--- src/rtl/agc_level_detector_if.sv ---
// Sample/decision bundle between the ADC stream, the AGC level detector and the gain search block.
// The fail signal exists only when AGC_STEP_LIMIT_EN is defined.
interface agc_level_detector_if #(
  parameter int DATA_W = 8
);
  logic                     start;
  logic                     sample_valid;
  logic signed [DATA_W-1:0] sample;
  logic                     search_done;
  logic                     adjust;
  logic                     up_dn;
  logic                     busy;
  logic                     locked;
  logic [DATA_W-2:0]        peak;
`ifdef AGC_STEP_LIMIT_EN
  logic                     fail;
`endif

  modport master (
    output start, sample_valid, sample, search_done,
`ifdef AGC_STEP_LIMIT_EN
    input  fail,
`endif
    input  adjust, up_dn, busy, locked, peak
  );

  modport slave (
    input  start, sample_valid, sample, search_done,
`ifdef AGC_STEP_LIMIT_EN
    output fail,
`endif
    output adjust, up_dn, busy, locked, peak
  );
endinterface

--- src/rtl/agc_level_detector.sv ---
// AGC level detector: settle, measure window peak |sample|, issue one adjust/up_dn per step until search_done.
// Optional step limit with fail output: define AGC_STEP_LIMIT_EN.
module agc_level_detector #(
  parameter int DATA_W        = 8,
  parameter int WINDOW        = 64,
  parameter int SETTLE_CYCLES = 16,
  parameter int TARGET        = 96
) (
  input  logic                       clk,
  input  logic                       RESETn,
  agc_level_detector_if.slave        bus
);

  localparam int MW = DATA_W - 1;
  localparam int SW = (SETTLE_CYCLES > 1) ? $clog2(SETTLE_CYCLES) : 1;
  localparam int WW = (WINDOW > 1) ? $clog2(WINDOW) : 1;
  localparam logic [SW-1:0] SETTLE_LAST = SW'(SETTLE_CYCLES - 1);
  localparam logic [WW-1:0] WINDOW_LAST = WW'(WINDOW - 1);
  localparam logic [MW-1:0] TARGET_M    = MW'(TARGET);

  typedef enum logic [2:0] {
    ST_IDLE, ST_SETTLE, ST_MEASURE, ST_DECIDE, ST_ADJUST, ST_CHECK, ST_LOCKED, ST_FAIL
  } state_t;

  state_t        state_q, state_d;
  logic [SW-1:0] settle_cnt_q, settle_cnt_d;
  logic [WW-1:0] win_cnt_q, win_cnt_d;
  logic [MW-1:0] max_q, max_d;
  logic [MW-1:0] peak_q, peak_d;
  logic          adjust_q, adjust_d;
  logic          up_dn_q, up_dn_d;
  logic          busy_q, busy_d;
  logic          locked_q, locked_d;
`ifdef AGC_STEP_LIMIT_EN
  logic [3:0]    adj_cnt_q, adj_cnt_d;
  logic          fail_q, fail_d;
`endif

  logic [DATA_W-1:0] neg_sample;
  logic [MW-1:0]     mag;
  logic [MW-1:0]     new_max;

  // The most negative code has no positive twin; it saturates to the largest magnitude.
  always_comb begin
    neg_sample = -bus.sample;
    if (!bus.sample[DATA_W-1])         mag = bus.sample[MW-1:0];
    else if (bus.sample[MW-1:0] == '0) mag = '1;
    else                               mag = neg_sample[MW-1:0];
    new_max = (mag > max_q) ? mag : max_q;
  end

  // NOTE: every variable gets its hold value first so no path can infer a latch.
  always_comb begin
    state_d      = state_q;
    settle_cnt_d = settle_cnt_q;
    win_cnt_d    = win_cnt_q;
    max_d        = max_q;
    peak_d       = peak_q;
    up_dn_d      = up_dn_q;
`ifdef AGC_STEP_LIMIT_EN
    adj_cnt_d    = adj_cnt_q;
`endif

    unique case (state_q)
      ST_IDLE: begin
        if (bus.start) begin
          state_d      = ST_SETTLE;
          settle_cnt_d = '0;
        end
      end
      ST_SETTLE: begin
        if (settle_cnt_q == SETTLE_LAST) begin
          state_d   = ST_MEASURE;
          max_d     = '0;
          win_cnt_d = '0;
        end else begin
          settle_cnt_d = settle_cnt_q + 1'b1;
        end
      end
      ST_MEASURE: begin
        if (bus.sample_valid) begin
          if (win_cnt_q == WINDOW_LAST) begin
            peak_d  = new_max;
            state_d = ST_DECIDE;
          end else begin
            max_d     = new_max;
            win_cnt_d = win_cnt_q + 1'b1;
          end
        end
      end
      ST_DECIDE: begin
        up_dn_d = (peak_q <= TARGET_M);
        state_d = ST_ADJUST;
`ifdef AGC_STEP_LIMIT_EN
        adj_cnt_d = adj_cnt_q + 1'b1;
`endif
      end
      ST_ADJUST: state_d = ST_CHECK;
      // The gain block's pointer moved at the end of ADJUST, so search_done is valid here.
      ST_CHECK: begin
        if (bus.search_done) begin
          state_d = ST_LOCKED;
`ifdef AGC_STEP_LIMIT_EN
        end else if (adj_cnt_q == 4'd8) begin
          state_d = ST_FAIL;
`endif
        end else begin
          state_d      = ST_SETTLE;
          settle_cnt_d = '0;
        end
      end
      ST_LOCKED: state_d = ST_LOCKED;
      ST_FAIL:   state_d = ST_FAIL;
      default:   state_d = ST_IDLE;
    endcase

    // Status outputs are registered copies decoded from the next state.
    adjust_d = (state_d == ST_ADJUST);
    busy_d   = !(state_d inside {ST_IDLE, ST_LOCKED, ST_FAIL});
    locked_d = (state_d == ST_LOCKED);
`ifdef AGC_STEP_LIMIT_EN
    fail_d   = (state_d == ST_FAIL);
`endif
  end

  // NOTE: sequential state uses non-blocking assignments so every register samples pre-edge values.
  always_ff @(posedge clk) begin
    if (!RESETn) begin
      state_q      <= ST_IDLE;
      settle_cnt_q <= '0;
      win_cnt_q    <= '0;
      max_q        <= '0;
      peak_q       <= '0;
      adjust_q     <= 1'b0;
      up_dn_q      <= 1'b0;
      busy_q       <= 1'b0;
      locked_q     <= 1'b0;
`ifdef AGC_STEP_LIMIT_EN
      adj_cnt_q    <= '0;
      fail_q       <= 1'b0;
`endif
    end else begin
      state_q      <= state_d;
      settle_cnt_q <= settle_cnt_d;
      win_cnt_q    <= win_cnt_d;
      max_q        <= max_d;
      peak_q       <= peak_d;
      adjust_q     <= adjust_d;
      up_dn_q      <= up_dn_d;
      busy_q       <= busy_d;
      locked_q     <= locked_d;
`ifdef AGC_STEP_LIMIT_EN
      adj_cnt_q    <= adj_cnt_d;
      fail_q       <= fail_d;
`endif
    end
  end

  assign bus.adjust = adjust_q;
  assign bus.up_dn  = up_dn_q;
  assign bus.busy   = busy_q;
  assign bus.locked = locked_q;
  assign bus.peak   = peak_q;
`ifdef AGC_STEP_LIMIT_EN
  assign bus.fail   = fail_q;
`endif

endmodule

--- src/flat_wrapper.sv ---
// flat-port wrapper written by rule: the top's interface ports become plain ports
module agc_level_detector_flat 
#(
  parameter int DATA_W        = 8,
  parameter int WINDOW        = 64,
  parameter int SETTLE_CYCLES = 16,
  parameter int TARGET        = 96
)
  (clk, RESETn, bus_start, bus_sample_valid, bus_sample, bus_search_done, bus_adjust, bus_up_dn, bus_busy, bus_locked, bus_peak);
  agc_level_detector_if #(.DATA_W(DATA_W)) bus_i ();
  input  logic clk;
  input  logic RESETn;
  input wire logic [$bits(bus_i.start)-1:0] bus_start;
  input wire logic [$bits(bus_i.sample_valid)-1:0] bus_sample_valid;
  input wire logic [$bits(bus_i.sample)-1:0] bus_sample;
  input wire logic [$bits(bus_i.search_done)-1:0] bus_search_done;
  output wire logic [$bits(bus_i.adjust)-1:0] bus_adjust;
  output wire logic [$bits(bus_i.up_dn)-1:0] bus_up_dn;
  output wire logic [$bits(bus_i.busy)-1:0] bus_busy;
  output wire logic [$bits(bus_i.locked)-1:0] bus_locked;
  output wire logic [$bits(bus_i.peak)-1:0] bus_peak;
  assign bus_i.start = bus_start;
  assign bus_i.sample_valid = bus_sample_valid;
  assign bus_i.sample = bus_sample;
  assign bus_i.search_done = bus_search_done;
  assign bus_adjust = bus_i.adjust;
  assign bus_up_dn = bus_i.up_dn;
  assign bus_busy = bus_i.busy;
  assign bus_locked = bus_i.locked;
  assign bus_peak = bus_i.peak;
  agc_level_detector #(.DATA_W(DATA_W), .WINDOW(WINDOW), .SETTLE_CYCLES(SETTLE_CYCLES), .TARGET(TARGET)) u_core (.clk(clk), .RESETn(RESETn), .bus(bus_i));
endmodule
--- config.mk ---
export PLATFORM = sky130hd
export DESIGN_NAME = agc_level_detector_flat
export DESIGN_NICKNAME = d
export VERILOG_FILES = /design/src/rtl/agc_level_detector_if.sv /design/src/rtl/agc_level_detector.sv /design/src/flat_wrapper.sv
export SDC_FILE = /design/constraint.sdc
export NUM_CORES = 1
export LEC_CHECK = 0
export CORE_UTILIZATION = 40
export DETAILED_ROUTE_END_ITERATION = 7
export GPL_TIMING_DRIVEN = 0
export HOLD_SLACK_MARGIN = 0.08
export SETUP_SLACK_MARGIN = 0.2
export SLEW_MARGIN = 15
export SYNTH_ARGS = -nofsm -noshare
export SYNTH_HDL_FRONTEND = slang
export SYNTH_SLANG_ARGS = --single-unit
--- constraint.sdc ---
create_clock -name clk -period 7.1 [get_ports clk]
set_input_delay 0.71 -clock clk [delete_from_list [all_inputs] [get_ports clk]]
set_output_delay 0.71 -clock clk [all_outputs]
set_load 0.01 [all_outputs]
[Word-level counts from Yosys, hierarchy flattened]
Cells that the tools add are included.
Storage, ports and cells
  register bits after elaboration: 31
  input port bits: 13
  output and inout port bits: 11
  word-level logic and storage cells: 63
Operators by class
  add/sub/neg operators: 3
  $lt $le $gt $ge: 2
  equal/unequal tests: 18
  muxes and demuxes: 21
  reductions and logical operators: 10
Operators by type and width (count)
  $mux W7: 6
  $pmux W3 S8: 1
  $eq A3 B3 Y1 const B: 7
  $mux W6: 3
  $mux W3: 5
  $pmux W7 S2: 1
  $mux W4: 3
  $pmux W4 S3: 1
  $pmux W6 S2: 1
  $ne A2 B2 Y1 const B: 5
  $reduce_and A4 Y1: 2
  $gt A7 B7 Y1: 1
  $le A7 B7 Y1 const B: 1
  $logic_not A7 Y1: 1
  $neg A7 Y7: 1
  $add A6 B1 Y6 const B: 1
  $eq A3 B2 Y1 const B: 2
  $eq A6 B6 Y1 const B: 1
  $logic_not A3 Y1: 2
  $reduce_bool A3 Y1: 2
  $add A4 B1 Y4 const B: 1
  $eq A4 B4 Y1 const B: 1
  $eq A3 B1 Y1 const B: 1
  $reduce_and A3 Y1: 1
  3 further kinds: 3

[Longest topological paths before layout]
Gate-level depths: netlist of run 1.
  depth in word-level cells: 8
  gate-level depth with buffers: 13
  gate-level depth less buffers: 12

[Least setup slack after synthesis of run 1]
Ideal clock, no wire load.
  path kind: in2reg
  start point: input bus_sample[0]
  end point: register u_core.peak_q[1] (netlist: u_core.bus.peak[1])
  library setup time: 142 ps
  data arrival time: 3402 ps
  required time: 6958 ps
  setup slack: 3556 ps
  stages on the path: 12
  path buffers: 1
  cell sequence: inv_1 ha_1 or4b_1 or2_4 a31oi_4 ha_1 a21oi_1 a21oi_1 nor4_4 or2_1 clkbuf_1 a311oi_2
On the way
  longest elaborated chain between the ends: 5
  elaborated cells on any way between the ends: 6
  those cells by class: 1 x add/sub; 1 x order compare; 3 x mux; 1 x reduce/logical
RTL lines
  from (decl): line flat_wrapper.sv:15  | input wire logic [$bits(bus_i.sample)-1:0] bus_sample;
  $neg A7 Y7 / $logic_not A7 Y1 (equally long branches): line agc_level_detector.sv:45, agc_level_detector.sv:47
  $mux W7: line agc_level_detector.sv:47  | else if (bus.sample[MW-1:0] == '0) mag = '1;
  $mux W7 (*): line agc_level_detector.sv:46  | if (!bus.sample[DATA_W-1]) mag = bus.sample[MW-1:0];
  $gt A7 B7 Y1: line agc_level_detector.sv:49  | new_max = (mag > max_q) ? mag : max_q;
  $mux W7 (*): line agc_level_detector.sv:49
  to (signal assigned): line agc_level_detector.sv:147  | peak_q <= peak_d;
  to (decl): line agc_level_detector.sv:29  | logic [MW-1:0] peak_q, peak_d;
Mark *: on every way between the ends. The rest lies on a longest branch, timed or not.
A chain may end at the register's enable or synchronous reset.

[Final worst setup path of run 1]
  start point: input bus_sample[1]
  end point: register u_core.max_q[2]
On the way
  longest elaborated chain between the ends: 8
  elaborated cells on any way between the ends: 9
  those cells by class: 1 x add/sub; 1 x order compare; 6 x mux; 1 x reduce/logical
RTL lines
  $neg A7 Y7 / $logic_not A7 Y1 (equally long branches): line agc_level_detector.sv:45, agc_level_detector.sv:47
  $mux W7: line agc_level_detector.sv:47
  $mux W7 (*): line agc_level_detector.sv:46
  $gt A7 B7 Y1: line agc_level_detector.sv:49
  $mux W7 (*): line agc_level_detector.sv:49
  $mux W7 (*): line agc_level_detector.sv:82  | if (win_cnt_q == WINDOW_LAST) begin
  $mux W7 (*): line agc_level_detector.sv:81  | if (bus.sample_valid) begin
  $pmux W7 S2 (*): line agc_level_detector.sv:64  | unique case (state_q)
  to (signal assigned): line agc_level_detector.sv:146  | max_q <= max_d;
  to (decl): line agc_level_detector.sv:28  | logic [MW-1:0] max_q, max_d;
Mark *: on every way between the ends. The rest lies on a longest branch, timed or not. The select of a mux whose other input is x is not followed.

==> results of run 1 <==
[routing by layer]
metal	up-vias	wire, µm
met4	0	54
li1	861	-
met3	5	106
met2	15	1840
met1	763	2090
met5	-	0
[path summary, 6_finish.rpt]
path,endpoint,from
min,u_core.max_q[1]$_SDFFE_PN0P_,u_core.max_q[1]$_SDFFE_PN0P_
max reg2reg,u_core.max_q[2]$_SDFFE_PN0P_,u_core.max_q[5]$_SDFFE_PN0P_
max,u_core.max_q[2]$_SDFFE_PN0P_,bus_sample[1]
min reg2reg,u_core.max_q[1]$_SDFFE_PN0P_,u_core.max_q[1]$_SDFFE_PN0P_
[report_power, final]
part	switching (mW)	internal (mW)
Sequential	0.000797	0.175
Clock	0.0676	0.0884
Combinational	0.0289	0.0218
[state kept, by name (all words and copies together), names as in the netlist, 3 cells and up]
register	cells
u_core.max_q	7
u_core.settle_cnt_q	4
u_core.win_cnt_q	6
u_core.bus.peak	7
u_core.state_q	3
[cell usage in the layout (no fill, tap or decap), types with 3 or more instances in the layout]
master / synthesis / routed
nand3_1: 7 / 7
inv_1: 13 / 13
nand3b_1: 3 / 3
a32o_1: 6 / 6
nand2_1: 11 / 11
nor2_1: 19 / 19
clkbuf_1: 7 / 8
a311oi_2: 3 / 3
nor3b_1: 3 / 3
clkbuf_8: 0 / 7
a21oi_1: 16 / 16
dfxtp_1: 31 / 31
xor2_1: 4 / 4
nor3_1: 3 / 3
o211ai_1: 3 / 3
nor4_1: 6 / 6
nand4_1: 3 / 3
o21ai_0: 9 / 9
or2_1: 3 / 3
o21ai_1: 4 / 4
ha_1: 10 / 10
a311oi_1: 4 / 4
a31oi_4: 3 / 3
clkdlybuf4s50_1: 0 / 22
inv_2: 3 / 3
o2111ai_1: 4 / 4
[area by class of cell]
| class | count | area, µm² | share of cell area [%] |
|---|---|---|---|
| Multi-Input combinational cell | 154 | 1110 | 50.1 |
| Clock buffer | 8 | 100 | 4.52 |
| Buffer | 10 | 40.0 | 1.81 |
| Sequential cell | 31 | 621 | 28.0 |
| Tap cell | 52 | 65.1 | 2.94 |
| Timing Repair Buffer | 22 | 220 | 9.94 |
| Inverter | 16 | 60.1 | 2.71 |
[cell families (layout without fill, tap and decap cells)]
family | count (synthesis) | count (layout) | synth area share, %
mux | 4 | 4 | 2.32
xor+xnor | 4 | 4 | 1.91
compound gates | 63 | 63 | 26.9
fa+ha+maj | 10 | 10 | 6.84
flops | 31 | 31 | 33.9
simple gates | 73 | 73 | 22.7
buf+inv | 26 | 56 | 5.47
[through the flow]
step	hold WS (ps)	instance area [µm²]	std cells	setup slack, ps	util [%]
3_5_place_dp	456	2120	285	2650	48.3
5_1_grt	489	2220	293	2610	50.5
6_report	466	2220	293	2880	50.5
4_1_cts	471	2220	293	2940	50.5
3_3_place_gp	446	2120	285	2710	48.3
2_1_floorplan	433	1830	211	3560	-
[worst max-delay path: stages]
cell and delay (ps):
clkdlybuf4s50_1 460, inv_1 80, ha_1 270, or4b_1 490, or2_4 320, o21ai_1 290, inv_1 80, ha_1 170
nand3b_1 140, a21oi_1 350, nor4_4 150, nor3b_1 670, a32o_1 260
==> flow_summary_export.csv, run 1 <==
group,metric,value,unit
run_status,status,"completed",
synthesis,synth-main-ff-cell,"dfxtp_1",
setup_path,worstPathMaxFanout,10,
synthesis,netlist.area_leader.share,33.9,%
timing,period_minus_slack,4220,ps
cts,cts_inserted_buffers,5,
synthesis,yosysSeqAreaShare,33.9,%
synthesis,syn_inst,211,
cts,cts.htree.levels,2,
setup_path,path_class,"input pin to flop",
timing,relSlewSlack,49.0,%
detailed_routing,via_count,1644,
floorplan,dieWidth,69.7,µm
detailed_routing,drt-wirelength-per-cell,14.0,µm
global_routing,use_met3,5.23,%
worst_hold_path,holdPathStages,1,
global_routing,antenna_found_initial,0,
floorplan,die_y,69.7,µm
cts,cts_buffer_depth,2,
setup_path,cp_data_arrival_time,4450,ps
synthesis,ys_warn_count,0,
floorplan,fp-row-count,24,
cts,cts_root_buffer,"clkbuf_8",
detailed_routing,firstDrtPassIters,4,
pwr,leakagePower,0.772,nW
global_routing,grt_pass1_wl,7330,µm
flow_run,maxCapViolations,0,
setup_path,endpoint_kind,"flop",
timing,rsz0062_at_grt,"false",
floorplan,start_util,41.8,%
setup_path,rrSetupSlack,4760,ps
synthesis,ys_ff_latch,31,
synthesis,synth_area_leaders,"dfxtp_1 (34%), ha_1 (6.8%), a21oi_1 (4.4%)",
detailed_routing,via_per_inst,5.61,
timing,tightestPinTransition,764,ps
timing,timing_hold_violations_final,0,
global_routing,grt_max_degree,11,
finish,nNetsFinal,263,
synthesis,synth_area_leader_cell,"dfxtp_1",
pwr,irDropWorstVdd,0.121,mV
setup_path,reg2reg_depth,7,
synthesis,async_flop_share,0,%
global_routing,busiest_layer,"met2",
synthesis,yosys-top-cells-count,"dfxtp_1 (31), nor2_1 (19), a21oi_1 (16), inv_1 (13), nand2_1 (11)",
floorplan,core_area,0.00438,mm²
setup_path,critPathLaunchType,"input pin",
cts,post_cts_buffers,0,
timing,finalSetupViolations,0,
pwr,power.density,173,mW/mm²
cts,cts_tree,"done",
global_routing,grt_use_total,18.8,%
finish,drive_gt1_share,9.13,%
cts,ctsHoldBuffers,0,
detailed_routing,routed_wl,4100,µm
setup_path,required,7330,ps
synthesis,syn_avg_cell_area,8.68,µm²
timing,drv_slew,0,
synthesis,synth_most_common_cell,"dfxtp_1",
placement,io_buffers,22,
global_routing,grt_pass1_vias,1644,
global_routing,met2_usage,31.1,%
cts,clock_sink_count,31,
finish,n_antenna_cell,0,
timing,final.setup_skew,8.69,ps
synthesis,synth.cell_area,0.00183,mm²
global_routing,use_met1,24.1,%
finish,fillCellCount,444,
cts,clock_latency,290,ps
floorplan,dieArea,0.00485,mm²
detailed_routing,drc,0,
placement,gp_congestion,0.764,
cts,ctsResizeCount,0,
synthesis,syn_nets,234,
cts,clk_pin_slew,60,ps
floorplan,io_pins,24,
detailed_routing,final_antenna_net_count,0,
finish,area_growth,21.1,%
timing,timing.final.crit_share,59.4,%
timing,fmax,237,MHz
global_routing,grt-ovfl-total,0,
synthesis,synth_edf_count,0,
placement,hpwl,3120,µm
timing,tns,0,ps
synthesis,yosys.cell_types.count,49,
worst_hold_path,min_path_type,"flop to flop",
pwr,finalPower,383,µW
detailed_routing,first_iter_violations,67,
No activity file was read; power rests on OpenSTA's default activity.
==> inputs of run 2 (changes only) <==
- clock period: 7.1 -> 4.2 ns (I/O delays scaled with it)
==> flow_summary_export.csv, run 2 (synthesis results as in run 1) <==
group,metric,value,unit
floorplan,core_area,0.00438,mm²
finish,area_growth,21.5,%
run_status,status,"completed",
global_routing,grt_use_total,18.8,%
placement,placed_area,0.00212,mm²
finish,drive_gt1_share,9.96,%
setup_path,crit_start,"bus_sample[1]",
placement,dp.cells,285,
timing,relSlewSlack,60.1,%
timing,timing.final.crit_share,88.8,%
cts,ctsResizeCount,0,
global_routing,grt_max_degree,11,
timing,tns,0,ps
timing,fmax,268,MHz
floorplan,start_util,41.8,%
cts,cts_inserted_buffers,5,
floorplan,dieWidth,69.7,µm
detailed_routing,drc,0,
setup_path,path_class,"input pin to flop",
finish,final_cell_area,0.00222,mm²
pwr,irDropWorstVdd,0.205,mV
pwr,finalPower,648,µW
setup_path,cp_data_arrival_time,3880,ps
floorplan,dieArea,0.00485,mm²
setup_path,critical-path-max-stage-delay,480,ps
setup_path,critical_path_buf_inv_count,3,
setup_path,rr_startpoint,"u_core.max_q[6]$_SDFFE_PN0P_",
finish,n_antenna_cell,0,
placement,post-place-ws,42.0,ps
flow_run,maxCapViolations,0,
global_routing,grt_pass1_vias,1644,
setup_path,crit_chain,"clkdlybuf4s50_1 -> inv_1 -> ha_1 -> or4b_1 -> or2_4 -> a31oi_4 -> ha_1 -> a21oi_1 -> a21oi_2 -> nor4_4 -> or2_1 -> clkbuf_1 -> o211ai_1",
timing,timing_hold_violations_final,0,
setup_path,cpMostUsedCell,"ha_1",
setup_path,worstPathMaxFanout,10,
cts,ctsHoldBuffers,0,
worst_hold_path,min_path_type,"flop to flop",
global_routing,grt_pass1_wl,7330,µm
finish,nNetsFinal,263,
worst_hold_path,holdPathStages,1,
floorplan,fp-row-count,24,
timing,finalSetupViolations,0,
detailed_routing,first_iter_violations,54,
global_routing,antenna_found_initial,0,
detailed_routing,final_antenna_net_count,0,
timing,drv_slew,0,
cts,clock_sink_count,31,
timing,whs,466,ps
cts,clock_latency,290,ps
setup_path,crit_cells,13,
cts,cts_buffer_depth,2,
pwr,power.density,291,mW/mm²
cts,clk_pin_slew,60,ps
finish,fillCellCount,441,
placement,gp_congestion,0.764,
timing,fin_ws,471,ps
timing,rsz0062_at_grt,"false",
setup_path,worstSetupEndpoint,"u_core.bus.peak[0]$_SDFFE_PN0P_",
setup_path,critPathLaunchType,"input pin",
finish,fin_util,50.7,%
detailed_routing,via_count,1632,
setup_path,endpoint_kind,"flop",
detailed_routing,drt-wirelength-per-cell,14.0,µm
global_routing,grt-ovfl-total,0,
floorplan,die_y,69.7,µm
cts,cts_root_buffer,"clkbuf_8",
timing,final.setup_skew,8.61,ps
setup_path,r2r-end,"u_core.bus.peak[0]$_SDFFE_PN0P_",
floorplan,io_pins,24,
setup_path,crit_family,"simple AND/OR/NAND/NOR gates",
setup_path,required,4350,ps
setup_path,reg2reg_depth,7,
timing,tightestPinTransition,597,ps
cts,post_cts_buffers,0,
detailed_routing,routed_wl,4100,µm
detailed_routing,via_per_inst,5.57,
cts,cts.htree.levels,2,
placement,hpwl,3120,µm
finish,final_cells,293,
setup_path,slowest_stage,"or4b_1",
timing,period_minus_slack,3730,ps
finish,layout_common_cells,"dfxtp_1 (31), clkdlybuf4s50_1 (22), nor2_1 (19), a21oi_1 (15), inv_1 (13)",
cts,cts_tree,"done",
finish,final_common_cell,"dfxtp_1",
setup_path,rrSetupSlack,1960,ps
detailed_routing,firstDrtPassIters,4,
placement,io_buffers,22,
pwr,leakagePower,0.775,nW
[run 2: cell counts in the layout (fill, tap and decap cells not counted)]
Identical to the previous run, type by type.
[run 2: report_power, final]
group / total [mW] / internal, mW / switching, mW / leakage, nW
clock: 0.264 / 0.150 / 0.114 / 0.0515
sequential: 0.298 / 0.296 / 0.00135 / 0.250
combinational: 0.0866 / 0.0371 / 0.0495 / 0.473
total: 0.648 / 0.483 / 0.165 / 0.775
[run 2: how the worst min path moves through the flow]
stage	from	to	slack, ps
6_report	u_core.max_q[1]$_SDFFE_PN0P_	u_core.max_q[1]$_SDFFE_PN0P_	470
5_1_grt	u_core.max_q[2]$_SDFFE_PN0P_	u_core.max_q[2]$_SDFFE_PN0P_	490
4_1_cts	u_core.settle_cnt_q[3]$_SDFFE_PN0P_	u_core.settle_cnt_q[3]$_SDFFE_PN0P_	470
3_5_place_dp	u_core.max_q[4]$_SDFFE_PN0P_	u_core.max_q[4]$_SDFFE_PN0P_	460
3_3_place_gp	u_core.max_q[3]$_SDFFE_PN0P_	u_core.max_q[3]$_SDFFE_PN0P_	450
2_1_floorplan	u_core.settle_cnt_q[3]$_SDFFE_PN0P_	u_core.settle_cnt_q[3]$_SDFFE_PN0P_	430
[run 2: final cells by class]
class	count	area, µm²	share of cell area, %
well taps	52	65.1	2.92
multi-input cells	154	1120	50.3
clock buffers	8	100	4.50
plain buffers	10	40.0	1.80
flip-flops and latches	31	621	27.9
inverters	16	60.1	2.70
repair buffers	22	220	9.90
[run 2: metal layers]
metal  global-route usage, %  share of wire [%]
met5                       0                  0
met2                    31.1                 45
met4                    5.33                1.3
met1                    24.1                 50
met3                    5.23                3.1
